$ cat config.mk
export PLATFORM = sky130hd
export DESIGN_NAME = gx4000_asic_page_flat
export DESIGN_NICKNAME = d
export VERILOG_FILES = /design/src/rtl/gx4000_asic_page_if.sv /design/src/rtl/gx4000_asic_page.sv /design/src/flat_wrapper.sv
export SDC_FILE = /design/constraint.sdc
export NUM_CORES = 1
export LEC_CHECK = 0
export CAP_MARGIN = 20
export CORE_MARGIN = 8
export CORE_UTILIZATION = 45
export DETAILED_ROUTE_END_ITERATION = 10
export DONT_BUFFER_PORTS = 1
export PLACE_DENSITY = 0.6
export SYNTH_ARGS = -nofsm -noshare
export SYNTH_HDL_FRONTEND = slang
export SYNTH_SLANG_ARGS = --single-unit
$ cat constraint.sdc
create_clock -name clk_sys -period 13.7 [get_ports clk_sys]
set_input_delay 1.37 -clock clk_sys [delete_from_list [all_inputs] [get_ports clk_sys]]
set_output_delay 1.37 -clock clk_sys [all_outputs]
set_load 0.05 [all_outputs]
$ cat src/rtl/gx4000_asic_page_if.sv
`default_nettype none
// ============================================================================
// Module   : gx4000_asic_page_if
// Brief    : CPU bus bundle between the Z80 side and the ASIC page mapper.
// Revision : 1.0
// ============================================================================
interface gx4000_asic_page_if;
    logic [15:0] cpu_addr;
    logic [7:0]  cpu_data_in;
    logic        cpu_mreq;
    logic        cpu_iorq;
    logic        cpu_wr;
    logic        cpu_rd;
    logic [7:0]  cpu_data_out;
    logic        rd_hit;

    modport master (
        output cpu_addr, cpu_data_in, cpu_mreq, cpu_iorq, cpu_wr, cpu_rd,
        input  cpu_data_out, rd_hit
    );

    modport slave (
        input  cpu_addr, cpu_data_in, cpu_mreq, cpu_iorq, cpu_wr, cpu_rd,
        output cpu_data_out, rd_hit
    );
endinterface
`default_nettype wire

$ cat src/rtl/gx4000_asic_page.sv
`default_nettype none
// ============================================================================
// Module   : gx4000_asic_page
// Brief    : Plus ASIC register page mapper: RMR2 decode, page registers and
//            palette RAM mapped at &4000-&7FFF once unlocked.
// Revision : 1.0
// ============================================================================
module gx4000_asic_page #(
    parameter int PAL_ENTRIES = 32
) (
    input  wire logic             clk_sys,
    input  wire logic             reset,
    gx4000_asic_page_if.slave     cpu,
    input  wire logic             plus_mode,
    input  wire logic             asic_valid,
    input  wire logic [4:0]       pal_idx,
    output logic                  page_active,
    output logic [1:0]            lrom_sel,
    output logic [2:0]            rom_bank,
    output logic [7:0]            pri_line,
    output logic [7:0]            split_line,
    output logic [15:0]           split_addr,
    output logic [7:0]            soft_scroll,
    output logic [7:0]            ivr,
    output logic [11:0]           pal_rgb
);

    logic        r_wr_q;
    logic [11:0] r_pal [PAL_ENTRIES];

    logic        w_wr_edge;
    logic        w_page_addr;
    logic        w_rmr2_wr;
    logic        w_mem_wr;
    logic        w_pal_hit;
    logic        w_reg_hit;
    logic [4:0]  w_pal_sel;
    logic        w_pal_ok;
    logic [11:0] w_pal_entry;
    logic [7:0]  w_rd_data;

    assign w_wr_edge   = cpu.cpu_wr & ~r_wr_q;
    assign w_page_addr = (cpu.cpu_addr[15:14] == 2'b01);
    assign w_pal_hit   = (cpu.cpu_addr[15:6] == 10'b0110_0100_00);
    assign w_reg_hit   = (cpu.cpu_addr[15:3] == 13'h0D00) && (cpu.cpu_addr[2:0] <= 3'd5);
    assign w_pal_sel   = cpu.cpu_addr[5:1];
    assign w_pal_ok    = (int'(w_pal_sel) < PAL_ENTRIES);
    assign w_pal_entry = w_pal_ok ? r_pal[w_pal_sel] : 12'h000;

    // I/O takes precedence: an edge with both qualifiers is only an RMR2 candidate
    assign w_rmr2_wr = plus_mode & w_wr_edge & cpu.cpu_iorq & w_page_addr
                     & (cpu.cpu_data_in[7:5] == 3'b101) & asic_valid;
    assign w_mem_wr  = plus_mode & w_wr_edge & cpu.cpu_mreq & ~cpu.cpu_iorq
                     & page_active & w_page_addr;

    assign cpu.rd_hit = cpu.cpu_rd & cpu.cpu_mreq & ~cpu.cpu_iorq & page_active
                      & plus_mode & w_page_addr;

    always_comb begin
        w_rd_data = 8'hFF;
        if (w_pal_hit && w_pal_ok) begin
            w_rd_data = cpu.cpu_addr[0] ? {4'h0, w_pal_entry[11:8]} : w_pal_entry[7:0];
        end else if (w_reg_hit) begin
            case (cpu.cpu_addr[2:0])
                3'd0:    w_rd_data = pri_line;
                3'd1:    w_rd_data = split_line;
                3'd2:    w_rd_data = split_addr[15:8];
                3'd3:    w_rd_data = split_addr[7:0];
                3'd4:    w_rd_data = soft_scroll;
                3'd5:    w_rd_data = ivr;
                default: w_rd_data = 8'hFF;
            endcase
        end
    end

    assign cpu.cpu_data_out = cpu.rd_hit ? w_rd_data : 8'h00;

    always_ff @(posedge clk_sys or posedge reset) begin
        if (reset) begin
            r_wr_q      <= 1'b0;
            page_active <= 1'b0;
            lrom_sel    <= 2'd0;
            rom_bank    <= 3'd0;
            pri_line    <= 8'h00;
            split_line  <= 8'h00;
            split_addr  <= 16'h0000;
            soft_scroll <= 8'h00;
            ivr         <= 8'h00;
        end else begin
            r_wr_q <= cpu.cpu_wr;

            if (w_rmr2_wr) begin
                rom_bank <= cpu.cpu_data_in[2:0];
                if (cpu.cpu_data_in[4:3] == 2'b11) begin
                    page_active <= 1'b1;
                end else begin
                    page_active <= 1'b0;
                    lrom_sel    <= cpu.cpu_data_in[4:3];
                end
            end

            // Losing the unlock unmaps the page but leaves the ROM routing alone
            if (!asic_valid) begin
                page_active <= 1'b0;
            end

            if (w_mem_wr && w_reg_hit) begin
                case (cpu.cpu_addr[2:0])
                    3'd0:    pri_line         <= cpu.cpu_data_in;
                    3'd1:    split_line       <= cpu.cpu_data_in;
                    3'd2:    split_addr[15:8] <= cpu.cpu_data_in;
                    3'd3:    split_addr[7:0]  <= cpu.cpu_data_in;
                    3'd4:    soft_scroll      <= cpu.cpu_data_in;
                    3'd5:    ivr              <= cpu.cpu_data_in;
                    default: ;
                endcase
            end
        end
    end

    always_ff @(posedge clk_sys or posedge reset) begin
        if (reset) begin
            for (int i = 0; i < PAL_ENTRIES; i++) begin
                r_pal[i] <= 12'h000;
            end
            pal_rgb <= 12'h000;
        end else begin
            pal_rgb <= (int'(pal_idx) < PAL_ENTRIES) ? r_pal[pal_idx] : 12'h000;
            if (w_mem_wr && w_pal_hit && w_pal_ok) begin
                if (cpu.cpu_addr[0]) begin
                    r_pal[w_pal_sel][11:8] <= cpu.cpu_data_in[3:0];
                end else begin
                    r_pal[w_pal_sel][7:0]  <= cpu.cpu_data_in;
                end
            end
        end
    end

endmodule
`default_nettype wire

$ cat src/flat_wrapper.sv
// flat-port wrapper written by rule: the top's interface ports become plain ports
module gx4000_asic_page_flat 
#(
    parameter int PAL_ENTRIES = 32
)
  (clk_sys, reset, plus_mode, asic_valid, pal_idx, page_active, lrom_sel, rom_bank, pri_line, split_line, split_addr, soft_scroll, ivr, pal_rgb, cpu_cpu_addr, cpu_cpu_data_in, cpu_cpu_mreq, cpu_cpu_iorq, cpu_cpu_wr, cpu_cpu_rd, cpu_cpu_data_out, cpu_rd_hit);
  gx4000_asic_page_if cpu_i ();
  input  wire logic clk_sys;
  input  wire logic reset;
  input  wire logic plus_mode;
  input  wire logic asic_valid;
  input  wire logic [4:0] pal_idx;
  output logic page_active;
  output logic [1:0] lrom_sel;
  output logic [2:0] rom_bank;
  output logic [7:0] pri_line;
  output logic [7:0] split_line;
  output logic [15:0] split_addr;
  output logic [7:0] soft_scroll;
  output logic [7:0] ivr;
  output logic [11:0] pal_rgb;
  input wire logic [$bits(cpu_i.cpu_addr)-1:0] cpu_cpu_addr;
  input wire logic [$bits(cpu_i.cpu_data_in)-1:0] cpu_cpu_data_in;
  input wire logic [$bits(cpu_i.cpu_mreq)-1:0] cpu_cpu_mreq;
  input wire logic [$bits(cpu_i.cpu_iorq)-1:0] cpu_cpu_iorq;
  input wire logic [$bits(cpu_i.cpu_wr)-1:0] cpu_cpu_wr;
  input wire logic [$bits(cpu_i.cpu_rd)-1:0] cpu_cpu_rd;
  output wire logic [$bits(cpu_i.cpu_data_out)-1:0] cpu_cpu_data_out;
  output wire logic [$bits(cpu_i.rd_hit)-1:0] cpu_rd_hit;
  assign cpu_i.cpu_addr = cpu_cpu_addr;
  assign cpu_i.cpu_data_in = cpu_cpu_data_in;
  assign cpu_i.cpu_mreq = cpu_cpu_mreq;
  assign cpu_i.cpu_iorq = cpu_cpu_iorq;
  assign cpu_i.cpu_wr = cpu_cpu_wr;
  assign cpu_i.cpu_rd = cpu_cpu_rd;
  assign cpu_cpu_data_out = cpu_i.cpu_data_out;
  assign cpu_rd_hit = cpu_i.rd_hit;
  gx4000_asic_page #(.PAL_ENTRIES(PAL_ENTRIES)) u_core (.clk_sys(clk_sys), .reset(reset), .cpu(cpu_i), .plus_mode(plus_mode), .asic_valid(asic_valid), .pal_idx(pal_idx), .page_active(page_active), .lrom_sel(lrom_sel), .rom_bank(rom_bank), .pri_line(pri_line), .split_line(split_line), .split_addr(split_addr), .soft_scroll(soft_scroll), .ivr(ivr), .pal_rgb(pal_rgb));
endmodule
After elaboration in Yosys (flattened, before gate mapping)
Cells that the tools add are included.
W data, S select, Z words.
{"block": "op_classes", "magnitude_cmp": 4, "reduce_logical": 12, "n_eq_ne": 11, "bitwise_logic": 20, "mux": 21}
{"operator": "$bwmux W384", "n": 2}
{"operator": "$mux W384", "n": 1}
{"operator": "$bmux W12 S5", "n": 2}
{"operator": "$demux W12 S5", "n": 2}
{"operator": "$mux W12", "n": 5}
{"operator": "$pmux W8 S6", "n": 1}
{"operator": "$mux W8", "n": 5}
{"operator": "$and A1 B1 Y1", "n": 15}
{"operator": "$reduce_and A2 Y1", "n": 7}
{"operator": "$eq A13 B12 Y1 const B", "n": 1}
{"operator": "$ge A6 B6 Y1 const B", "n": 2}
{"operator": "$not A5 Y6", "n": 2}
{"operator": "$eq A10 B9 Y1 const B", "n": 1}
{"operator": "$eq A3 B3 Y1 const B", "n": 3}
{"operator": "$eq A3 B2 Y1 const B", "n": 2}
{"operator": "$lt A6 B1 Y1 const B", "n": 1}
{"operator": "$logic_and A1 B1 Y1", "n": 4}
{"operator": "$eq A3 B1 Y1 const B", "n": 1}
{"operator": "$le A3 B3 Y1 const B", "n": 1}
{"operator": "$logic_not A3 Y1", "n": 1}
{"operator": "$mux W1", "n": 3}
{"operator": "$not A1 Y1", "n": 3}
{"operator": "$eq A2 B1 Y1 const B", "n": 1}
{"operator": "$eq A2 B2 Y1 const B", "n": 1}
{"operator": "$ne A2 B1 Y1 const B", "n": 1}
{"block": "word_totals", "out_inout_bits": 75, "ff_bits": 451, "word_cells": 111, "inputBits": 37}

Depth between registers and ports, before layout
Gate-level depths: netlist of the first run.
{"block": "depth", "depth_word": 9, "ltp_mapped": 11, "ltp_nobuf": 6}

Least setup slack after synthesis of the first run
No wires, ideal clock.
{"block": "synth_timing", "path_type": "in2out", "from": "input port cpu_cpu_addr[1]", "to": "output port cpu_cpu_data_out[5]", "arrival_time_ns": 5.208, "slack_ns": 7.122, "n_path_buf": 5, "t_required_ns": 12.330, "cell_stages": 9, "path_cell_list": "clkbuf_2 > buf_6 > buf_4 > buf_2 > buf_2 > a22oi_1 > o22ai_1 > nor2_1 > a2111oi_0"}
{"block": "synth_via", "elab_chain_cells": 7}
{"item": "start: declaration", "line": "flat_wrapper.sv:22", "text": "input wire logic [$bits(cpu_i.cpu_addr)-1:0] cpu_cpu_addr;"}
{"item": "$not A5 Y6 (implied by the code)", "line": "gx4000_asic_page.sv:48", "text": "assign w_pal_entry = w_pal_ok ? r_pal[w_pal_sel] : 12'h000;"}
{"item": "$bmux W12 S5", "line": "gx4000_asic_page.sv:48"}
{"item": "$mux W12 (implied by the code) (2 in a row)", "line": "gx4000_asic_page.sv:48"}
{"item": "$mux W8", "line": "gx4000_asic_page.sv:62", "text": "w_rd_data = cpu.cpu_addr[0] ? {4'h0, w_pal_entry[11:8]} : w_pal_entry[7:0];"}
{"item": "$mux W8 *", "line": "gx4000_asic_page.sv:61", "text": "if (w_pal_hit && w_pal_ok) begin"}
{"item": "$mux W8 *", "line": "gx4000_asic_page.sv:76", "text": "assign cpu.cpu_data_out = cpu.rd_hit ? w_rd_data : 8'h00;"}
{"item": "end: declaration", "line": "flat_wrapper.sv:28", "text": "output wire logic [$bits(cpu_i.cpu_data_out)-1:0] cpu_cpu_data_out;"}
Every way passes the cells marked *; elsewhere a longest branch is shown, timed or not. The select of a mux whose other input is x is not followed.

Final worst setup path of the first run
{"block": "layout_timing", "from": "input port cpu_cpu_addr[2]", "to": "output port cpu_cpu_data_out[2]"}
The elaborated chain is that of the path after synthesis.

==> results of run 1 <==
==> layer usage <==
metal / vias to the layer above / wire length (um) / global-route usage [%]
met1: 7869 / 29860 / 31.08
met2: 544 / 31300 / 33.21
li1: 5930 / - / -
met4: 2 / 1642 / 5.266
met3: 109 / 6041 / 6.863
met5: - / 11 / 0
==> metrics by stage <==
stage	cell area, sq um	setup slack (ns)	hold slack (ns)
floorplan	24360	6.231	0.4773
global placement	24120	8.697	0.4942
detailed placement	24120	8.734	0.5071
CTS	25700	8.722	0.5205
global route	25700	8.559	0.5375
finish	25700	8.547	0.5115
==> area by class of cell <==
class | count | area share (%)
clock inverters | 8 | 0.2970
well taps | 696 | 3.389
flip-flops and latches | 451 | 43.92
repair buffers | 12 | 0.3506
multi-input cells | 986 | 46.15
inverters | 4 | 0.07304
clock buffers | 75 | 5.823
==> power groups by stage <==
stage                     Sequential (mW)  Combinational [mW]  Clock, mW
after floorplan                      1.36               0.134          0
after global placement               1.36              0.0781          0
after detailed placement             1.36              0.0788          0
after CTS                            1.33              0.0788       1.34
after global routing                 1.33              0.0848       1.39
final                                1.33              0.0775       1.31
==> cell usage in the layout, fill, tap and decap left out, types with 5 or more instances in the layout <==
master	instances
a22oi_1	22
a31oi_1	5
nand2_2	32
mux2_2	458
mux2i_1	45
clkbuf_8	13
mux4_2	200
clkbuf_1	11
nand3_1	13
nand2_1	23
a21oi_1	15
clkbuf_16	51
dfrtp_1	451
o22ai_1	15
nor2b_1	10
o21ai_0	12
buf_4	12
nor2_1	54
==> worst max-delay path, delay by kind of cell <==
kind                   cells  cell delay, ns
AOI/OAI and AO/OA          2            0.32
buffers and inverters      1            0.54
muxes                      1            0.59
and+or+nand+nor            1            0.84
==> synthesized netlist by cell type, types with 9 or more instances <==
master / n / area share [%]
a21oi_1: 15 / 0.31
a22oi_1: 22 / 0.68
buf_1: 9 / 0.14
buf_2: 16 / 0.33
bufbuf_16: 18 / 2.4
clkbuf_1: 55 / 0.85
clkbuf_8: 9 / 0.51
dfrtp_1: 451 / 46
dlygate4sd3_1: 10 / 0.41
mux2_2: 458 / 21
mux2i_1: 45 / 1.8
mux4_2: 200 / 18
nand2_1: 23 / 0.35
nand2_2: 32 / 0.82
nand3_1: 13 / 0.27
nor2_1: 54 / 0.83
nor2b_1: 10 / 0.26
o21ai_0: 12 / 0.25
o22ai_1: 15 / 0.39
==> how the worst min path moves through the flow <==
stage / from / endpoint / slack [ns] / cells after the start
floorplan: u_core.r_pal[327] / u_core.r_pal[327] / 0.48 / 1
global placement: u_core.r_pal[331] / u_core.r_pal[331] / 0.49 / 1
detailed placement: u_core.r_pal[13] / u_core.r_pal[13] / 0.51 / 1
CTS: u_core.r_pal[13] / u_core.r_pal[13] / 0.52 / 1
global route: u_core.r_pal[294] / u_core.r_pal[294] / 0.54 / 1
finish: u_core.r_pal[330] / u_core.r_pal[330] / 0.51 / 1
==> flip-flops by register name, summed over array words and instances, names as in the netlist <==
| name | count |
|---|---|
| u_core.ivr | 8 |
| u_core.page_active | 1 |
| u_core.r_wr_q | 1 |
| u_core.pri_line | 8 |
| u_core.rom_bank | 3 |
| u_core.lrom_sel | 2 |
| u_core.split_line | 8 |
| u_core.split_addr | 16 |
| u_core.pal_rgb | 12 |
| u_core.soft_scroll | 8 |
| u_core.r_pal | 384 |
==> logic make-up (layout without fill, tap and decap cells) <==
family                 Yosys count  count (layout)
AND/OR/NAND/NOR                181             181
flip-flops                     451             451
buffers and inverters          131              99
AO/OA/AOI/OAI                   98              98
multiplexers                   707             707
==> impl_metrics.json, run 1 <==
{
  "cts-root-buf": "clkbuf_16",
  "endpoint": "cpu_cpu_data_out[2]",
  "synth.distinct_cells": 68,
  "synthesis.nets": 1605,
  "p_comb_share_pct": 2.9,
  "final.setup_skew_ns": 0.01786,
  "seq_power_share_pct": 49.1,
  "worst_pin_slew_ns": 1.051,
  "cts_resized": 0,
  "syn-instance-count": 1568,
  "regArea_sq_um": 11290,
  "crit_path_end_kind": "output pin",
  "fp-row-count": 85,
  "slowest_stage": "nor2_1",
  "finalHoldViolCount": 0,
  "pwr-share-clk_pct": 48.1,
  "synth_xor_area_share_pct": 0,
  "cp.arrival_ns": 3.78,
  "cts_tree": "yes",
  "status": "complete, no violations",
  "grt_start_max_net_pins": 140,
  "antenna_found_initial": 1,
  "drt_wl_total_um": 68850,
  "worstSetupPathType": "input port to output pin",
  "clockBufferDepth": 3,
  "antenna_cells": 0,
  "setup_viol": 0,
  "drv_cap": 0,
  "place_inst": 2149,
  "ant_nets": 0,
  "htree_levels": 2,
  "async_flop_share_pct": 100.0,
  "synth_top_family_by_area": "multiplexers",
  "fill_cells": 4610,
  "die_h_um": 248.7,
  "rsz0062_at_grt": "false",
  "utilization_pct": 47.85,
  "syn_area_per_cell_sq_um": 15.54,
  "wl_per_cell_um": 30.85,
  "yosys_register_bits": 451,
  "vdd_drop_max_v": 0.00009585,
  "startpoint": "cpu_cpu_addr[2]",
  "period_share_pct": 37.62,
  "initial_utilization_pct": 45.36,
  "final_nets": 1541,
  "clock_latency_ns": 0.59,
  "fmax_mhz": 194.0,
  "r2r_end": "u_core.r_pal[107]",
  "crit_path_max_fanout": 99,
  "reg2reg_slack_ns": 10.13,
  "grt_overflow_total": 0,
  "first_iter_violations": 1335,
  "fin_total_pwr_mw": 2.720,
  "postCtsSetupBuffers": 0,
  "final_cells": 2232,
  "muxShareOfSynthArea_pct": 41.69,
  "hp-class": "register to register",
  "clkTransAtPathRegs_ns": 0.06,
  "core_sq_um": 53710,
  "p_int_mw": 2.134,
  "synth_edf_count": 0,
  "period_needed_ns": 5.153,
  "hold_buffers": 0,
  "dp_hpwl_um": 45130,
  "cts_buffers": 49,
  "grt_usage_pct": 22.08,
  "max_stage_delay_ns": 0.84,
  "cts.sinks": 451,
  "vias": 14450,
  "grt_pass1_vias": 15020,
  "synth-simple-area-share_pct": 4.135,
  "rr_startpoint": "u_core.page_active",
  "relSlewSlack_pct": 29.68,
  "synth_compound_area_share_pct": 2.779,
  "yosys_warnings": 0,
  "fin_tns_setup_ns": 0,
  "viasPerCell": 6.476,
  "gp_congestion": 0.8553,
  "multi_input_area_sq_um": 11860,
  "die_w_um": 248.7,
  "grt_pass1_wl_um": 104400,
  "worstPathCellList": "inv_1 > mux4_2 > a21oi_1 > a311oi_1 > nor2_1",
  "worstSetupStartpointType": "input port",
  "syn_to_final_growth_pct": 5.485,
  "swShare_pct": 21.54,
  "drtPass1Iterations": 6,
  "ios": 112,
  "crit_required_ns": 12.33,
  "synth_fa_ha_area_share_pct": 0,
  "p_sw_mw": 0.5857,
  "ys_seq_area_share_pct": 46.33,
  "final_layout_size_suffix_gt1_share_pct": 51.76,
  "drc": 0,
  "dieArea_sq_um": 61840,
  "netlist_area_sq_um": 24360,
  "cellLeakagePower_nw": 11.80,
  "synth-main-ff-cell": "dfrtp_1",
  "r2r_cells": 6,
  "cellPowerDensity_nw_per_um2": 105.8,
  "drv_slew": 0,
  "port_buffers": 0
}
No activity file was read; power rests on OpenSTA's default activity.
==> run 2: changes to the inputs <==
--- a/config.mk
+++ b/config.mk
@@ -10,7 +10,7 @@
 export CORE_UTILIZATION = 45
 export DETAILED_ROUTE_END_ITERATION = 10
 export DONT_BUFFER_PORTS = 1
-export PLACE_DENSITY = 0.6
+export PLACE_DENSITY = 0.58
 export SYNTH_ARGS = -nofsm -noshare
 export SYNTH_HDL_FRONTEND = slang
 export SYNTH_SLANG_ARGS = --single-unit
==> constraint.sdc (replaced) <==
create_clock -name clk_sys -period 4.95 [get_ports clk_sys]
set_input_delay 0.495 -clock clk_sys [delete_from_list [all_inputs] [get_ports clk_sys]]
set_output_delay 0.495 -clock clk_sys [all_outputs]
set_load 0.05 [all_outputs]
==> impl_metrics.json, run 2 (synthesis gave the netlist of run 1 again) <==
{
  "top_usage_layer": "met2",
  "die_w_um": 248.7,
  "vdd_drop_max_v": 0.0002464,
  "seq_power_share_pct": 47.1,
  "setup_viol": 0,
  "port_buffers": 0,
  "initial_utilization_pct": 45.36,
  "grt_pass1_vias": 15110,
  "reg2reg_slack_ns": 1.52,
  "drt_wl_total_um": 70830,
  "die_h_um": 248.7,
  "syn_to_final_growth_pct": 6.420,
  "rr_startpoint": "u_core.page_active",
  "fin_tns_setup_ns": 0,
  "ant_nets": 0,
  "drv_slew": 0,
  "largest_reg_flops": 384,
  "period_share_pct": 79.16,
  "antenna_found_initial": 3,
  "dp_hpwl_um": 44770,
  "clockBufferDepth": 3,
  "use_met2_pct": 34.16,
  "cts_resized": 0,
  "crit_path_end_kind": "output pin",
  "first_iter_violations": 1112,
  "crit_path_max_fanout": 6,
  "worstSetupPathType": "register to output pin",
  "p_sw_mw": 1.753,
  "drc": 0,
  "finalHoldViolCount": 0,
  "grt_overflow_total": 0,
  "fin_ws_ns": 1.031,
  "final_layout_size_suffix_gt1_share_pct": 52.19,
  "pwr-share-clk_pct": 50.0,
  "cellLeakagePower_nw": 11.90,
  "worstSetupStartpointType": "register",
  "final_nets": 1546,
  "p_comb_share_pct": 2.9,
  "fmax_mhz": 255.2,
  "clock_latency_ns": 0.61,
  "wl_per_cell_um": 31.51,
  "dieArea_sq_um": 61840,
  "final.setup_skew_ns": 0.01677,
  "core_sq_um": 53710,
  "crit_required_ns": 4.45,
  "cts_buffers": 51,
  "cts.sinks": 451,
  "period_needed_ns": 3.919,
  "vias": 14550,
  "fp-row-count": 85,
  "fill_cells": 4637,
  "htree_levels": 2,
  "use_met1_pct": 31.00,
  "grt_pass1_wl_um": 106100,
  "worst_pin_slew_ns": 1.062,
  "cts_tree": "yes",
  "clkTransAtPathRegs_ns": 0.06,
  "relSlewSlack_pct": 29.08,
  "cts-root-buf": "clkbuf_16",
  "status": "complete, no violations",
  "startpoint": "u_core.page_active",
  "ios": 112,
  "layout_common_cells": "mux2_2 (458), dfrtp_1 (451), mux4_2 (200)",
  "cellPowerDensity_nw_per_um2": 302.7,
  "gr-usage-met3_pct": 8.303,
  "cp.arrival_ns": 3.42,
  "p_int_mw": 6.095,
  "worstHoldStart": "asic_valid",
  "top_regs": "u_core.r_pal (384), u_core.split_addr (16), u_core.pal_rgb (12)",
  "final_common_cell": "mux2_2",
  "drtPass1Iterations": 6,
  "hp-class": "input port to register",
  "grt_start_max_net_pins": 168,
  "viasPerCell": 6.473,
  "rsz0062_at_grt": "false",
  "grt_usage_pct": 22.64,
  "top_register": "u_core.r_pal",
  "dp_slack_ns": 1.560,
  "multi_input_area_sq_um": 11860,
  "regArea_sq_um": 11290,
  "swShare_pct": 22.33,
  "drv_cap": 0,
  "gp_congestion": 0.8449
}
run 2: routing by layer:
layer | up-vias | wire length [um]
met5 | - | 0
met4 | 0 | 1559
met3 | 107 | 6983
met2 | 549 | 32090
met1 | 7919 | 30200
li1 | 5976 | -
run 2: metrics by stage:
step / cell area [sq um] / util [%] / hold WS [ns] / total power, mW / cells
after floorplan: 24360 / - / 0.4773 / 4.136 / 1568
after global placement: 24170 / 45.00 / 0.3138 / 3.988 / 2150
after detailed placement: 24170 / 45.00 / 0.3143 / 3.989 / 2150
after CTS: 25920 / 48.26 / 0.005351 / 7.935 / 2246
after global routing: 25920 / 48.26 / 0.01290 / 8.091 / 2246
final: 25920 / 48.27 / 0.04060 / 7.848 / 2248
run 2: worst paths after layout:
| kind | to | cells after the start |
|---|---|---|
| min reg2reg | u_core.r_pal[329] | 1 |
| min | u_core.page_active | 1 |
| max | cpu_cpu_data_out[3] | 6 |
| max reg2reg | u_core.r_pal[10] | 6 |
| min in group asynchronous | u_core.ivr[3] | 2 |
| max in group asynchronous | u_core.r_pal[186] | 3 |
run 2: timing repair:
action / 4_1_cts / 5_1_grt
hold buffers: 2 / 0
buffers inserted: 0 / 0
setup endpoints to repair: 0 / 0
hold endpoints to repair: 4 / 0
run 2: critical path, stage by stage (launching register included):
cell and delay [ns]:
dfrtp_1 0.65, and3b_1 0.31, nand3_1 0.23, inv_1 0.54, o21ai_0 0.38, a21oi_1 0.42
buf_4 0.28
run 2: layout make-up:
| class | instances | share of cell area, % |
|---|---|---|
| multi-input combinational | 986 | 45.74 |
| sequential | 451 | 43.53 |
| clock buffer | 72 | 5.734 |
| tap | 696 | 3.359 |
| clock inverter | 22 | 0.9411 |
| timing repair buffer | 15 | 0.5985 |
| inverter | 4 | 0.07239 |
| antenna | 2 | 0.01930 |
run 2: power groups by stage:
stage	sequential [mW]	combinational, mW	clock [mW]
global route	3.69	0.246	4.15
finish	3.69	0.227	3.93
floorplan	3.76	0.372	0
global placement	3.76	0.227	0
detailed placement	3.76	0.229	0
CTS	3.69	0.230	4.01
==> run 3: changes to the inputs <==
--- a/config.mk
+++ b/config.mk
@@ -10,7 +10,7 @@
 export CORE_UTILIZATION = 45
 export DETAILED_ROUTE_END_ITERATION = 10
 export DONT_BUFFER_PORTS = 1
-export PLACE_DENSITY = 0.58
+export PLACE_DENSITY = 0.6
 export SYNTH_ARGS = -nofsm -noshare
 export SYNTH_HDL_FRONTEND = slang
 export SYNTH_SLANG_ARGS = --single-unit
==> constraint.sdc (replaced) <==
create_clock -name clk_sys -period 3.2 [get_ports clk_sys]
set_input_delay 0.32 -clock clk_sys [delete_from_list [all_inputs] [get_ports clk_sys]]
set_output_delay 0.32 -clock clk_sys [all_outputs]
set_load 0.05 [all_outputs]
==> impl_metrics.json, run 3 (synthesis gave the netlist of run 1 again) <==
{
  "largest_reg_flops": 384,
  "syn_to_final_growth_pct": 8.433,
  "port_buffers": 0,
  "cts_tree": "yes",
  "antenna_cells": 0,
  "clockBufferDepth": 3,
  "crit_path_max_fanout": 3,
  "first_iter_violations": 1308,
  "postCtsSetupBuffers": 0,
  "worst_pin_slew_ns": 1.013,
  "worstSetupPathType": "register to output pin",
  "antenna_found_initial": 2,
  "fin_ws_ns": 0.06041,
  "seq_power_share_pct": 47.1,
  "ant_nets": 0,
  "grt_pass1_wl_um": 105700,
  "cts-root-buf": "clkbuf_16",
  "worstSetupStartpointType": "register",
  "die_w_um": 248.7,
  "cp.arrival_ns": 2.82,
  "final_nets": 1587,
  "hp-class": "input port to register",
  "htree_levels": 2,
  "crit_required_ns": 2.88,
  "status": "complete, no violations",
  "setup_viol": 0,
  "top_regs": "u_core.r_pal (384), u_core.split_addr (16), u_core.pal_rgb (12)",
  "die_h_um": 248.7,
  "clock_latency_ns": 0.60,
  "dpl_cell_area_sq_um": 24500,
  "swShare_pct": 22.16,
  "gp_congestion": 0.8445,
  "core_sq_um": 53710,
  "drt_wl_total_um": 69780,
  "cellPowerDensity_nw_per_um2": 459.1,
  "vias": 14750,
  "period_share_pct": 98.11,
  "dp_slack_ns": 0.1055,
  "dieArea_sq_um": 61840,
  "final_common_cell": "mux2_2",
  "fmax_mhz": 318.5,
  "finalHoldViolCount": 0,
  "grt_pass1_vias": 15450,
  "layout_common_cells": "mux2_2 (458), dfrtp_1 (451), mux4_2 (200)",
  "p_sw_mw": 2.688,
  "fin_tns_setup_ns": 0,
  "p_comb_share_pct": 4.2,
  "top_register": "u_core.r_pal",
  "pwr-share-clk_pct": 48.6,
  "vdd_drop_max_v": 0.0004041,
  "drv_slew": 0,
  "drtPass1Iterations": 5,
  "fp-row-count": 85,
  "final.setup_skew_ns": 0.03005,
  "drc": 0,
  "ios": 112,
  "dp_hpwl_um": 44610,
  "grt_overflow_total": 0,
  "worstHoldStart": "pal_idx[3]",
  "period_needed_ns": 3.140,
  "relSlewSlack_pct": 32.27,
  "cts.sinks": 451,
  "whs_ns": 0.08927,
  "initial_utilization_pct": 45.36,
  "clkTransAtPathRegs_ns": 0.06,
  "stdcell_area_sq_um": 26420,
  "p_int_mw": 9.440,
  "startpoint": "u_core.r_pal[61]",
  "drv_cap": 0,
  "grt_usage_pct": 22.39,
  "crit_path_end_kind": "output pin",
  "cellLeakagePower_nw": 12.17,
  "rr_startpoint": "u_core.page_active",
  "wl_per_cell_um": 30.58,
  "cts_buffers": 49,
  "final_layout_size_suffix_gt1_share_pct": 53.03,
  "viasPerCell": 6.465,
  "rsz0062_at_grt": "false",
  "grt_start_max_net_pins": 140
}
run 3: cell count changes in the layout (fill, tap and decap cells not counted), moves of 3 or more:
cell | before | now
buf_12 | 3 | 13
dlygate4sd3_1 | 2 | 5
clkbuf_1 | 9 | 12
buf_4 | 10 | 36
buf_16 | 0 | 4
clkinv_2 | 10 | 5
run 3: repair_timing:
| item | in CTS | in global routing |
|---|---|---|
| endpoints found under the hold margin | 468 | 0 |
| setup endpoints to repair | 1 | 0 |
| gates resized for setup | 3 | 0 |
| hold buffers | 13 | 0 |
run 3: through the flow:
| stage | util, % | std cells | power, mW |
|---|---|---|---|
| after floorplan | - | 1568 | 6.398 |
| after global placement | 45.61 | 2182 | 6.204 |
| final | 49.18 | 2282 | 12.13 |
| after CTS | 49.18 | 2282 | 12.26 |
| after global routing | 49.18 | 2282 | 12.51 |
| after detailed placement | 45.61 | 2182 | 6.206 |
run 3: power by group through the flow:
stage | Clock [mW] | Combinational (mW) | Sequential, mW
global route | 6.25 | 0.553 | 5.71
CTS | 6.03 | 0.519 | 5.71
finish | 5.90 | 0.515 | 5.71
global placement | 0 | 0.387 | 5.82
detailed placement | 0 | 0.389 | 5.82
floorplan | 0 | 0.576 | 5.82
run 3: path summary, 6_finish.rpt:
kind | slack, ns | cells past startpoint | end
worst max register to register | 0.34 | 7 | u_core.r_pal[347]
min in group asynchronous | 0.36 | 2 | u_core.soft_scroll[1]
max in group asynchronous | 1.81 | 3 | u_core.r_pal[154]
worst max-delay path | 0.06 | 6 | cpu_cpu_data_out[1]
worst min-delay path | 0.09 | 2 | u_core.pal_rgb[3]
worst min register to register | 0.52 | 1 | u_core.r_pal[329]
run 3: routing by layer:
metal  global-route usage [%]  up-vias  share of wire (%)  wire [um]
li1                         -     6062                  -          -
met1                    32.18     8060                 44      31030
met2                    34.25      544                 46      31950
met3                    5.403       87                7.8       5416
met4                    4.980        0                2.0       1381
met5                        0        -                  0          0
run 3: layout make-up:
class | instances | area [sq um]
clock buffer | 73 | 1448
clock inverter | 14 | 216.5
fill | 4550 | 27290
inverter | 4 | 18.77
multi-input combinational | 986 | 11890
sequential | 451 | 11290
tap | 696 | 870.8
timing repair buffer | 58 | 690.7
run 3: worst max-delay path, cell delays in order, from the launching register on:
cell and delay (ns):
dfrtp_1 0.40, mux4_2 0.47, mux4_2 0.53, o221ai_2 0.23, o311ai_2 0.19, and3_1 0.23
buf_4 0.19
